$ cat src/rtl/id_pkg.sv
// Shared encodings for the ID decode stage: opcodes, ALU selectors,
// MEM bundle bit positions and the NOP control bundles.
package id_pkg;

  localparam logic [6:0] OPC_OP     = 7'b0110011;
  localparam logic [6:0] OPC_OP_IMM = 7'b0010011;
  localparam logic [6:0] OPC_LOAD   = 7'b0000011;
  localparam logic [6:0] OPC_JALR   = 7'b1100111;
  localparam logic [6:0] OPC_STORE  = 7'b0100011;
  localparam logic [6:0] OPC_BRANCH = 7'b1100011;
  localparam logic [6:0] OPC_LUI    = 7'b0110111;
  localparam logic [6:0] OPC_AUIPC  = 7'b0010111;
  localparam logic [6:0] OPC_JAL    = 7'b1101111;

  localparam int CTRL_EX_W  = 14;
  localparam int CTRL_MEM_W = 4;

  localparam int MEM_JUMP   = 3;
  localparam int MEM_BRANCH = 2;
  localparam int MEM_READ   = 1;
  localparam int MEM_WRITE  = 0;

  localparam logic [CTRL_EX_W-1:0]  NOP_CTRL_EX  = 14'd0;
  localparam logic [CTRL_MEM_W-1:0] NOP_CTRL_MEM = 4'd0;

  typedef enum logic [1:0] {
    ALUOP_ADD    = 2'b00,
    ALUOP_BRANCH = 2'b01,
    ALUOP_FUNC   = 2'b10
  } alu_op_e;

  typedef enum logic [1:0] {
    ALUSRC_REG   = 2'b00,
    ALUSRC_IMM   = 2'b01,
    ALUSRC_PC4   = 2'b10,
    ALUSRC_PCIMM = 2'b11
  } alu_src_e;

  typedef enum logic [2:0] {
    IMM_NONE = 3'd0,
    IMM_I    = 3'd1,
    IMM_S    = 3'd2,
    IMM_B    = 3'd3,
    IMM_U    = 3'd4,
    IMM_J    = 3'd5
  } imm_fmt_e;

  function automatic logic [CTRL_EX_W-1:0] pack_ctrl_ex(input alu_op_e op, input alu_src_e src,
                                                        input logic [2:0] f3, input logic [6:0] f7);
    return {op, src, f3, f7};
  endfunction

endpackage

$ cat src/rtl/id_imm_gen.sv
// Immediate format select and sign extension from instr[31] to XLEN.
module id_imm_gen
  import id_pkg::*;
#(
  parameter int XLEN = 32
) (
  input  logic [31:7]     instr,
  input  imm_fmt_e        fmt,
  output logic [XLEN-1:0] imm
);

  logic [31:0] imm32_s;

  // Assemble the 32-bit immediate for the selected format
  always_comb begin
    imm32_s = 32'd0;
    case (fmt)
      IMM_I:   imm32_s = {{20{instr[31]}}, instr[31:20]};
      IMM_S:   imm32_s = {{20{instr[31]}}, instr[31:25], instr[11:7]};
      IMM_B:   imm32_s = {{19{instr[31]}}, instr[31], instr[7], instr[30:25], instr[11:8], 1'b0};
      IMM_U:   imm32_s = {instr[31:12], 12'd0};
      IMM_J:   imm32_s = {{11{instr[31]}}, instr[31], instr[19:12], instr[20], instr[30:21], 1'b0};
      default: imm32_s = 32'd0;
    endcase
  end

  assign imm = XLEN'(signed'(imm32_s));

endmodule

$ cat src/rtl/id_decode_stage.sv
// ID stage: decodes one RV32I/M/E instruction into EX/MEM/WB control bundles and
// holds the result in an ID/EX register with load-use stall, flush and illegal detect.
module id_decode_stage
  import id_pkg::*;
#(
  parameter int XLEN   = 32,
  parameter int REG_AW = 5,
  parameter int EN_M   = 1
) (
  input  logic                  i_clk,
  input  logic                  i_rst_n,
  input  logic                  i_valid,
  output logic                  o_ready,
  input  logic [31:0]           i_instr,
  input  logic [XLEN-1:0]       i_pc,
  input  logic                  i_flush,
  input  logic                  i_exMemRead,
  input  logic [REG_AW-1:0]     i_exRd,
  output logic [REG_AW-1:0]     o_rdReg1,
  output logic [REG_AW-1:0]     o_rdReg2,
  output logic                  o_valid,
  input  logic                  i_ready,
  output logic [CTRL_EX_W-1:0]  o_ctrlEX,
  output logic [CTRL_MEM_W-1:0] o_ctrlMEM,
  output logic [REG_AW+1:0]     o_ctrlWB,
  output logic [XLEN-1:0]       o_imm,
  output logic [XLEN-1:0]       o_pc,
  output logic                  o_illegal
);

  typedef enum logic {ST_EMPTY = 1'b0, ST_FULL = 1'b1} state_e;

  localparam logic [REG_AW-1:0] REG_ZERO = {REG_AW{1'b0}};

  state_e                  state_r;
  logic [CTRL_EX_W-1:0]    ctrl_ex_r;
  logic [CTRL_MEM_W-1:0]   ctrl_mem_r;
  logic [REG_AW+1:0]       ctrl_wb_r;
  logic [XLEN-1:0]         imm_r, pc_r;
  logic                    illegal_r;

  logic [6:0]              opcode_s;
  alu_op_e                 alu_op_s;
  alu_src_e                alu_src_s;
  imm_fmt_e                fmt_s;
  logic [CTRL_MEM_W-1:0]   mem_s;
  logic                    reg_write_s, mem_to_reg_s, f3_on_s, use_rs1_s, use_rs2_s, known_s;
  logic [2:0]              func3_s;
  logic [6:0]              func7_s;
  logic [REG_AW-1:0]       rs1_s, rs2_s, rd_s;
  logic                    func7_ok_s, rv32e_bad_s, illegal_s, haz_s, ready_s, accept_s;
  logic [XLEN-1:0]         imm_s;

  assign opcode_s = i_instr[6:0];

  // Per-opcode decode table
  always_comb begin
    alu_op_s     = ALUOP_ADD;
    alu_src_s    = ALUSRC_REG;
    fmt_s        = IMM_NONE;
    mem_s        = NOP_CTRL_MEM;
    reg_write_s  = 1'b0;
    mem_to_reg_s = 1'b0;
    f3_on_s      = 1'b0;
    use_rs1_s    = 1'b0;
    use_rs2_s    = 1'b0;
    known_s      = 1'b1;
    unique case (opcode_s)
      OPC_OP:     begin alu_op_s = ALUOP_FUNC; reg_write_s = 1'b1; f3_on_s = 1'b1;
                        use_rs1_s = 1'b1; use_rs2_s = 1'b1; end
      OPC_OP_IMM: begin alu_op_s = ALUOP_FUNC; alu_src_s = ALUSRC_IMM; fmt_s = IMM_I;
                        reg_write_s = 1'b1; f3_on_s = 1'b1; use_rs1_s = 1'b1; end
      OPC_LOAD:   begin alu_src_s = ALUSRC_IMM; fmt_s = IMM_I; mem_s[MEM_READ] = 1'b1;
                        reg_write_s = 1'b1; mem_to_reg_s = 1'b1; f3_on_s = 1'b1; use_rs1_s = 1'b1; end
      OPC_JALR:   begin alu_src_s = ALUSRC_PC4; fmt_s = IMM_I; mem_s[MEM_JUMP] = 1'b1;
                        mem_s[MEM_BRANCH] = 1'b1; reg_write_s = 1'b1; f3_on_s = 1'b1; use_rs1_s = 1'b1; end
      OPC_STORE:  begin alu_src_s = ALUSRC_IMM; fmt_s = IMM_S; mem_s[MEM_WRITE] = 1'b1;
                        f3_on_s = 1'b1; use_rs1_s = 1'b1; use_rs2_s = 1'b1; end
      OPC_BRANCH: begin alu_op_s = ALUOP_BRANCH; fmt_s = IMM_B; mem_s[MEM_BRANCH] = 1'b1;
                        f3_on_s = 1'b1; use_rs1_s = 1'b1; use_rs2_s = 1'b1; end
      OPC_LUI:    begin alu_src_s = ALUSRC_IMM; fmt_s = IMM_U; reg_write_s = 1'b1; end
      OPC_AUIPC:  begin alu_src_s = ALUSRC_PCIMM; fmt_s = IMM_U; mem_s[MEM_JUMP] = 1'b1;
                        reg_write_s = 1'b1; end
      OPC_JAL:    begin alu_src_s = ALUSRC_PC4; fmt_s = IMM_J; mem_s[MEM_JUMP] = 1'b1;
                        reg_write_s = 1'b1; end
      default:    known_s = 1'b0;
    endcase
  end

  id_imm_gen #(.XLEN(XLEN)) u_imm_gen (
    .instr (i_instr[31:7]),
    .fmt   (fmt_s),
    .imm   (imm_s)
  );

  assign func3_s = f3_on_s ? i_instr[14:12] : 3'd0;
  assign func7_s = (opcode_s == OPC_OP) ? i_instr[31:25] : 7'd0;
  assign rs1_s   = i_instr[15 +: REG_AW];
  assign rs2_s   = i_instr[20 +: REG_AW];
  assign rd_s    = reg_write_s ? i_instr[7 +: REG_AW] : REG_ZERO;

  assign func7_ok_s  = (i_instr[31:25] == 7'b0000000) || (i_instr[31:25] == 7'b0100000) ||
                       ((EN_M != 0) && (i_instr[31:25] == 7'b0000001));
  // RV32E has only x0..x15, so bit 4 of any field actually used must be clear
  assign rv32e_bad_s = (REG_AW == 4) && ((use_rs1_s && i_instr[19]) || (use_rs2_s && i_instr[24]) ||
                                         (reg_write_s && i_instr[11]));
  assign illegal_s   = !known_s || ((opcode_s == OPC_OP) && !func7_ok_s) || rv32e_bad_s;

  assign o_rdReg1 = use_rs1_s ? rs1_s : REG_ZERO;
  assign o_rdReg2 = use_rs2_s ? rs2_s : REG_ZERO;

  assign haz_s    = i_valid && i_exMemRead && (i_exRd != REG_ZERO) &&
                    ((use_rs1_s && (i_exRd == rs1_s)) || (use_rs2_s && (i_exRd == rs2_s)));
  assign ready_s  = i_flush || (!haz_s && ((state_r == ST_EMPTY) || i_ready));
  assign accept_s = i_valid && ready_s && !i_flush;

  // ID/EX register and EMPTY/FULL state; a drain without accept leaves a zeroed bubble
  always_ff @(posedge i_clk) begin
    if (!i_rst_n) begin
      state_r    <= ST_EMPTY;
      ctrl_ex_r  <= NOP_CTRL_EX;
      ctrl_mem_r <= NOP_CTRL_MEM;
      ctrl_wb_r  <= '0;
      imm_r      <= '0;
      pc_r       <= '0;
      illegal_r  <= 1'b0;
    end else if (accept_s) begin
      state_r    <= ST_FULL;
      ctrl_ex_r  <= illegal_s ? NOP_CTRL_EX : pack_ctrl_ex(alu_op_s, alu_src_s, func3_s, func7_s);
      ctrl_mem_r <= illegal_s ? NOP_CTRL_MEM : mem_s;
      ctrl_wb_r  <= illegal_s ? '0 : {reg_write_s, mem_to_reg_s, rd_s};
      imm_r      <= illegal_s ? '0 : imm_s;
      pc_r       <= i_pc;
      illegal_r  <= illegal_s;
    end else if (i_flush || (state_r == ST_EMPTY) || i_ready) begin
      state_r    <= ST_EMPTY;
      ctrl_ex_r  <= NOP_CTRL_EX;
      ctrl_mem_r <= NOP_CTRL_MEM;
      ctrl_wb_r  <= '0;
      imm_r      <= '0;
      pc_r       <= '0;
      illegal_r  <= 1'b0;
    end
  end

  assign o_ready   = ready_s;
  assign o_valid   = (state_r == ST_FULL);
  assign o_ctrlEX  = ctrl_ex_r;
  assign o_ctrlMEM = ctrl_mem_r;
  assign o_ctrlWB  = ctrl_wb_r;
  assign o_imm     = imm_r;
  assign o_pc      = pc_r;
  assign o_illegal = illegal_r;

endmodule

$ cat config.mk
export PLATFORM = sky130hd
export DESIGN_NAME = id_decode_stage
export DESIGN_NICKNAME = d
export VERILOG_FILES = /design/src/rtl/id_pkg.sv /design/src/rtl/id_imm_gen.sv /design/src/rtl/id_decode_stage.sv
export SDC_FILE = /design/constraint.sdc
export NUM_CORES = 1
export LEC_CHECK = 0
export ABC_AREA = 1
export BUFFER_PORTS_ARGS = -buffer_cell sky130_fd_sc_hd__buf_2
export CORE_AREA = 4 4 143 145
export DETAILED_ROUTE_END_ITERATION = 16
export DIE_AREA = 0 0 147 149
export HOLD_SLACK_MARGIN = 0.12
export PLACE_DENSITY = 0.46
export SETUP_SLACK_MARGIN = 0.1
export SLEW_MARGIN = 40
export SYNTH_ARGS = -nofsm -noshare
export SYNTH_HDL_FRONTEND = slang
export SYNTH_HIERARCHICAL = 1
export SYNTH_SLANG_ARGS = --single-unit
$ cat constraint.sdc
create_clock -name i_clk -period 2.13 [get_ports i_clk]
set_input_delay 0.213 -clock i_clk [delete_from_list [all_inputs] [get_ports i_clk]]
set_output_delay 0.213 -clock i_clk [all_outputs]
set_load 0.05 [all_outputs]
==> Word level (Yosys, flattened, before mapping) <==
Cells that the tools add are included.
{ "word_totals": {"reg_bits": 91, "input_bits": 75, "out_inout_bits": 102, "elab_cells": 94} }
{ "op_classes": {"eq_ne": 18, "muxes": 33, "bitwise_logic": 1, "n_reduce_logical": 35} }
{ "op_table": {"columns": ["op", "n"], "rows": [
  ["one-hot mux 32 bit (5 select lines)", 1],
  ["two-way mux 32 bit", 4],
  ["two-way mux 14 bit", 3],
  ["equality test 7 x 6 -> 1 bit, second input constant", 4],
  ["two-way mux 7 bit", 4],
  ["equality test 7 bit, second input constant", 3],
  ["two-way mux 5 bit", 3],
  ["one-hot mux 3 bit (5 select lines)", 1],
  ["equality test 7 x 5 -> 1 bit, second input constant", 2],
  ["two-way mux 4 bit", 3],
  ["two-way mux 1 bit", 11],
  ["equality test 5 bit", 2],
  ["logical AND 1 bit", 9],
  ["OR reduction 3 bit", 3],
  ["OR reduction 9 bit", 1],
  ["logical OR 1 bit", 8],
  ["OR reduction 2 bit", 4],
  ["equality test 7 x 1 -> 1 bit, second input constant", 1],
  ["equality test 7 x 2 -> 1 bit, second input constant", 1],
  ["zero test 7 bit", 1],
  ["OR reduction 7 bit", 1],
  ["equality test 3 x 2 -> 1 bit, second input constant", 2],
  ["equality test 3 bit, second input constant", 2],
  ["one-hot mux 2 bit (3 select lines)", 1],
  ["9 further kinds", 12]
]} }

==> Longest topological paths before layout <==
{ "depth": {"depth_word": 12, "depth_mapped": 15, "depth_no_buf": 14} }

==> Hierarchy <==
Netlist, hierarchy kept.
{ "by_module_without_submodules": {"columns": ["mod", "n_inst", "cells_each", "area_per_inst_um2", "seq_area_each_um2"], "rows": [
  ["id_decode_stage", 1, 642, 4247.8, 1781.7],
  ["id_imm_gen", 1, 92, 455.4, 0.0]
]} }

==> Least setup slack after synthesis <==
OpenSTA, ideal clock, no wires.
{ "synth_timing": {"path_kind": "register to output", "startpoint": "register state_r (netlist: o_valid)", "endpoint": "output o_ready", "arrival_time_ns": 1.669, "required_time_ns": 1.917, "path_slack_ns": 0.248, "stages_incl_launch_ff": 5, "n_path_buf": 1, "cell_sequence": "dfxtp_1 inv_1 nor3_4 clkbuf_1 a21oi_1"} }
{ "synth_via": {"elab_chain_len": 4} }
{ "synth_rtl": {"columns": ["item", "line", "source"], "rows": [
  ["from (decl)", "id_decode_stage.sv:35", "state_e state_r;"],
  ["from (signal assigned)", "id_decode_stage.sv:120", "state_r <= ST_EMPTY;"],
  ["from (signal assigned)", "id_decode_stage.sv:128", "state_r <= ST_FULL;"],
  ["from (signal assigned)", "id_decode_stage.sv:136", "state_r <= ST_EMPTY;"],
  ["NOT 1 bit", "id_decode_stage.sv:114", "assign ready_s = i_flush || (!haz_s && ((state_r == ST_EMPTY) || i_ready));"],
  ["logical OR 1 bit", "id_decode_stage.sv:114", null],
  ["logical AND 1 bit", "id_decode_stage.sv:114", null],
  ["logical OR 1 bit", "id_decode_stage.sv:114", null],
  ["to (decl)", "id_decode_stage.sv:13", "output logic o_ready,"]
]} }
No other way between the ends.

==> Final worst setup path <==
{ "layout_timing": {"startpoint": "input i_instr[1]", "endpoint": "output o_ready"} }
{ "layout_via": {"elab_chain_len": 9, "elab_cells_between_ends": 17, "cone_classes": "6 x eq/ne; 2 x mux; 9 x reduce/logical"} }
{ "layout_rtl": {"columns": ["item", "line", "source"], "rows": [
  ["from (decl)", "id_decode_stage.sv:14", "input logic [31:0] i_instr,"],
  ["equality test 7 x 6 -> 1 bit, or another cell as far along", "id_decode_stage.sv:68", "unique case (opcode_s)"],
  ["OR reduction 6 bit (no line) / OR reduction 3 bit (equally long branches)", null, null],
  ["two-way mux 1 bit", "id_decode_stage.sv:68", null],
  ["logical AND 1 bit", "id_decode_stage.sv:113", "((use_rs1_s && (i_exRd == rs1_s)) || (use_rs2_s && (i_exRd == rs2_s)));"],
  ["logical OR 1 bit (*)", "id_decode_stage.sv:113", null],
  ["logical AND 1 bit (*)", "id_decode_stage.sv:112", "assign haz_s = i_valid && i_exMemRead && (i_exRd != REG_ZERO) &&"],
  ["zero test 1 bit (*)", "id_decode_stage.sv:114", null],
  ["logical AND 1 bit (*)", "id_decode_stage.sv:114", null],
  ["logical OR 1 bit (*)", "id_decode_stage.sv:114", null]
]} }
Mark *: on every way between the ends. The rest lies on a longest branch, timed or not.

==> metrics <==
critical path class in -> out; Post-DP HPWL 12.4 mm; Placed Instances 1149; ANT nets after route 0; period utilisation layout 0.829; Clock Latency Late Sink 0.35 ns; EDFF count, synth 0; total CTS buffers 9; maxcap violations 0; share of the synthesized area in the top cell type 0.379; slowest stage cell, crit path buf_2; Initial Utilization 0.245; clock net sink count 89; cell row count 51; RR Startpoint o_valid$_SDFFE_PN0P_; DRC 0; Cell Area, Placed 5920 um^2; # port buffers 176; final design area excluding fillers 6350 um^2; Startpoint Class input pin; Final Hold Fails 0; Worst Min Path Start i_pc[17]; routability-driven placement congestion ratio 0.782; vias in the first global route 4951; RSZ-0062 raised after global routing no; Worst-path clk slew 0.07 ns; Synth Flop Type dfxtp_1; Die Ht 149 um; CP max stage delay 0.31 ns; synth cell count leaders nor2_1 (216), nand2_1 (90), dfxtp_1 (89); Multi-input gate area 2330 um^2; final-layout fill cell count 2183; Seq/Total Area, Yosys 0.379; Max FO, Critical Path 5; pwr dens 602 nW/um^2; WL/cell 14.3 um; Core Region 19200 um^2; TritonCTS clock tree yes; FMAX 566 MHz; Slew Limit Fails 0; Post-synth ARST share 0; Setup crit end kind output pin; global-route wire length before repair 26.9 mm; via/cell ratio 4.38; via count 5160; synth top area cells dfxtp_1 (38%), nor2_1 (17%), nand3_1 (8.8%), nand2_1 (7.2%), nand4_1 (7.2%); DRT iter0 DRCs 264; die area 21900 um^2; Synth Register Bits 89; die width 147 um; worst-margin pin slew 0.567 ns; GRT overflow 0; fraction of layout cells with a size suffix above 1 0.263; CP arrival 1.55 ns; number of nets in the layout 982; P&R area growth vs syn 35.0%; Hold WC Path Type in -> reg; Cell Chain, Critical Path buf_2 > nand2_1 > buf_4 > nor2_1 > nand2_4 > nand2_4 > nand3_1 > nand2_1 > a21oi_1 > buf_2; Syn Inst Count 734; Cell Count, Final, Fillers Out 1178; Max clock buf depth 2; post-synth net total 809; most instantiated library cell after synthesis nor2_1; P_leak 2.88 nW; GRT Total Usage 0.153; Worst VDD drop 0.000360 V; Fin Setup TNS 0 ns; io pins 177; Layout Skew 0.00777 ns; synthesized area 4700 um^2; Root Driver clkbuf_16; Tmin final 1.77 ns; Data required, critical path 1.92 ns; max_slew headroom 0.621; Synthesis Warnings 6; H-tree depth 3; post_cts resized 0; dominant cell type by area after synthesis dfxtp_1; Reg area 1780 um^2; synthesized area per cell 6.41 um^2; final WL 16.8 mm; TritonRoute pass-1 iters 5; initial antenna violation count 1; status completed; final setup vio count 0; crit path from i_instr[1]; largest net degree at the start of global routing 40; Yosys cell types 28
-- metal layers --
| layer | up-vias | wire, um | track usage |
|---|---|---|---|
| met5 | - | 0 | 0 |
| met4 | 0 | 402 | 0.0517 |
| met3 | 23 | 987 | 0.0410 |
| met2 | 135 | 7710 | 0.243 |
| met1 | 2320 | 7740 | 0.202 |
| li1 | 2682 | - | - |
-- registers in the layout, indices dropped and copies added, names as in the netlist --
register   cells
o_valid        1
o_ctrlMEM      3
o_pc          32
o_ctrlWB       6
o_imm         32
o_ctrlEX      14
o_illegal      1
-- worst max-delay path, delay by kind of cell --
kind / cells / cell delay, ns
buffers and inverters: 3 / 0.53
AND/OR/NAND/NOR: 6 / 0.58
AO/OA/AOI/OAI: 1 / 0.22
-- metrics by stage --
| step | hold slack (ns) | utilization | setup slack [ns] | power (W) |
|---|---|---|---|---|
| floorplan | 0.376 | - | 0.248 | 0.00198 |
| CTS | 0.120 | 0.330 | 0.318 | 0.00389 |
| global placement | 0.428 | 0.308 | 0.204 | 0.00218 |
| global route | 0.126 | 0.331 | 0.197 | 0.00400 |
| finish | 0.133 | 0.331 | 0.364 | 0.00382 |
| detailed placement | 0.426 | 0.308 | 0.196 | 0.00217 |
-- worst paths after layout --
kind                            slack [ns]                       end  depth (start not counted)
worst min register to register        0.44  o_ctrlEX[3]$_SDFFE_PN0P_                          2
worst min-delay path                  0.13     o_pc[17]$_SDFFE_PN0P_                          3
worst max-delay path                  0.36                   o_ready                         10
worst max register to register        0.79     o_pc[28]$_SDFFE_PN0P_                          6
-- cells by family after synthesis --
kind of cell,after synthesis,share of synthesized area
AO/OA/AOI/OAI,47,0.0529
XOR/XNOR,5,0.00931
buffers and inverters,136,0.126
flip-flops,89,0.379
AND/OR/NAND/NOR,457,0.433
-- report_power, final --
| group | switching, W | internal [W] | total (W) |
|---|---|---|---|
| clock | 0.000740 | 0.000931 | 0.00167 |
| sequential | 0.00000951 | 0.00168 | 0.00169 |
| combinational | 0.000302 | 0.000156 | 0.000458 |
| total | 0.00105 | 0.00277 | 0.00382 |
-- repair_timing --
action / CTS / global route
hold buffers: 11 / 1
setup buffers: 0 / 0
endpoints found under the hold margin: 11 / 1
-- cells in the final DEF (no fill, tap or decap) --
master         netlist  layout
a21oi_1             42      42
buf_12               0       6
buf_2               10     176
buf_4               15      22
bufinv_16            0       1
clkbuf_16            0       9
clkinv_2             0       1
clkinv_4             0       1
dfxtp_1             89      89
diode_2              0       1
dlygate4sd3_1        0      12
inv_1               74      74
inv_2                8       8
inv_6                0       3
inv_8                0       1
nand2_1             90      90
nand2_2              2       2
nand2_4              2       2
nand3_1             83      83
nand3_2              1       1
nand3_4              2       2
nand3b_1             1       1
nand4_1             54      54
nor2_1             216     215
nor2_2               2       2
nor2_4               0       1
nor3_1               2       2
nor3_4               1       1
nor4_1               1       1
o211ai_1             1       1
o211ai_2             1       1
o21ai_0              1       1
o21ai_1              1       1
o32ai_1              1       1
xor2_1               5       5
-- final cells by class --
| cell class | instances | area share |
|---|---|---|
| Inverter | 82 | 0.0485 |
| Tap cell | 265 | 0.0522 |
| Multi-Input combinational cell | 509 | 0.368 |
| Sequential cell | 89 | 0.281 |
| Antenna cell | 1 | 0.000394 |
| Clock buffer | 9 | 0.0355 |
| Timing Repair Buffer | 216 | 0.203 |
| Clock inverter | 7 | 0.0128 |
No activity file was read; power rests on OpenSTA's default activity.
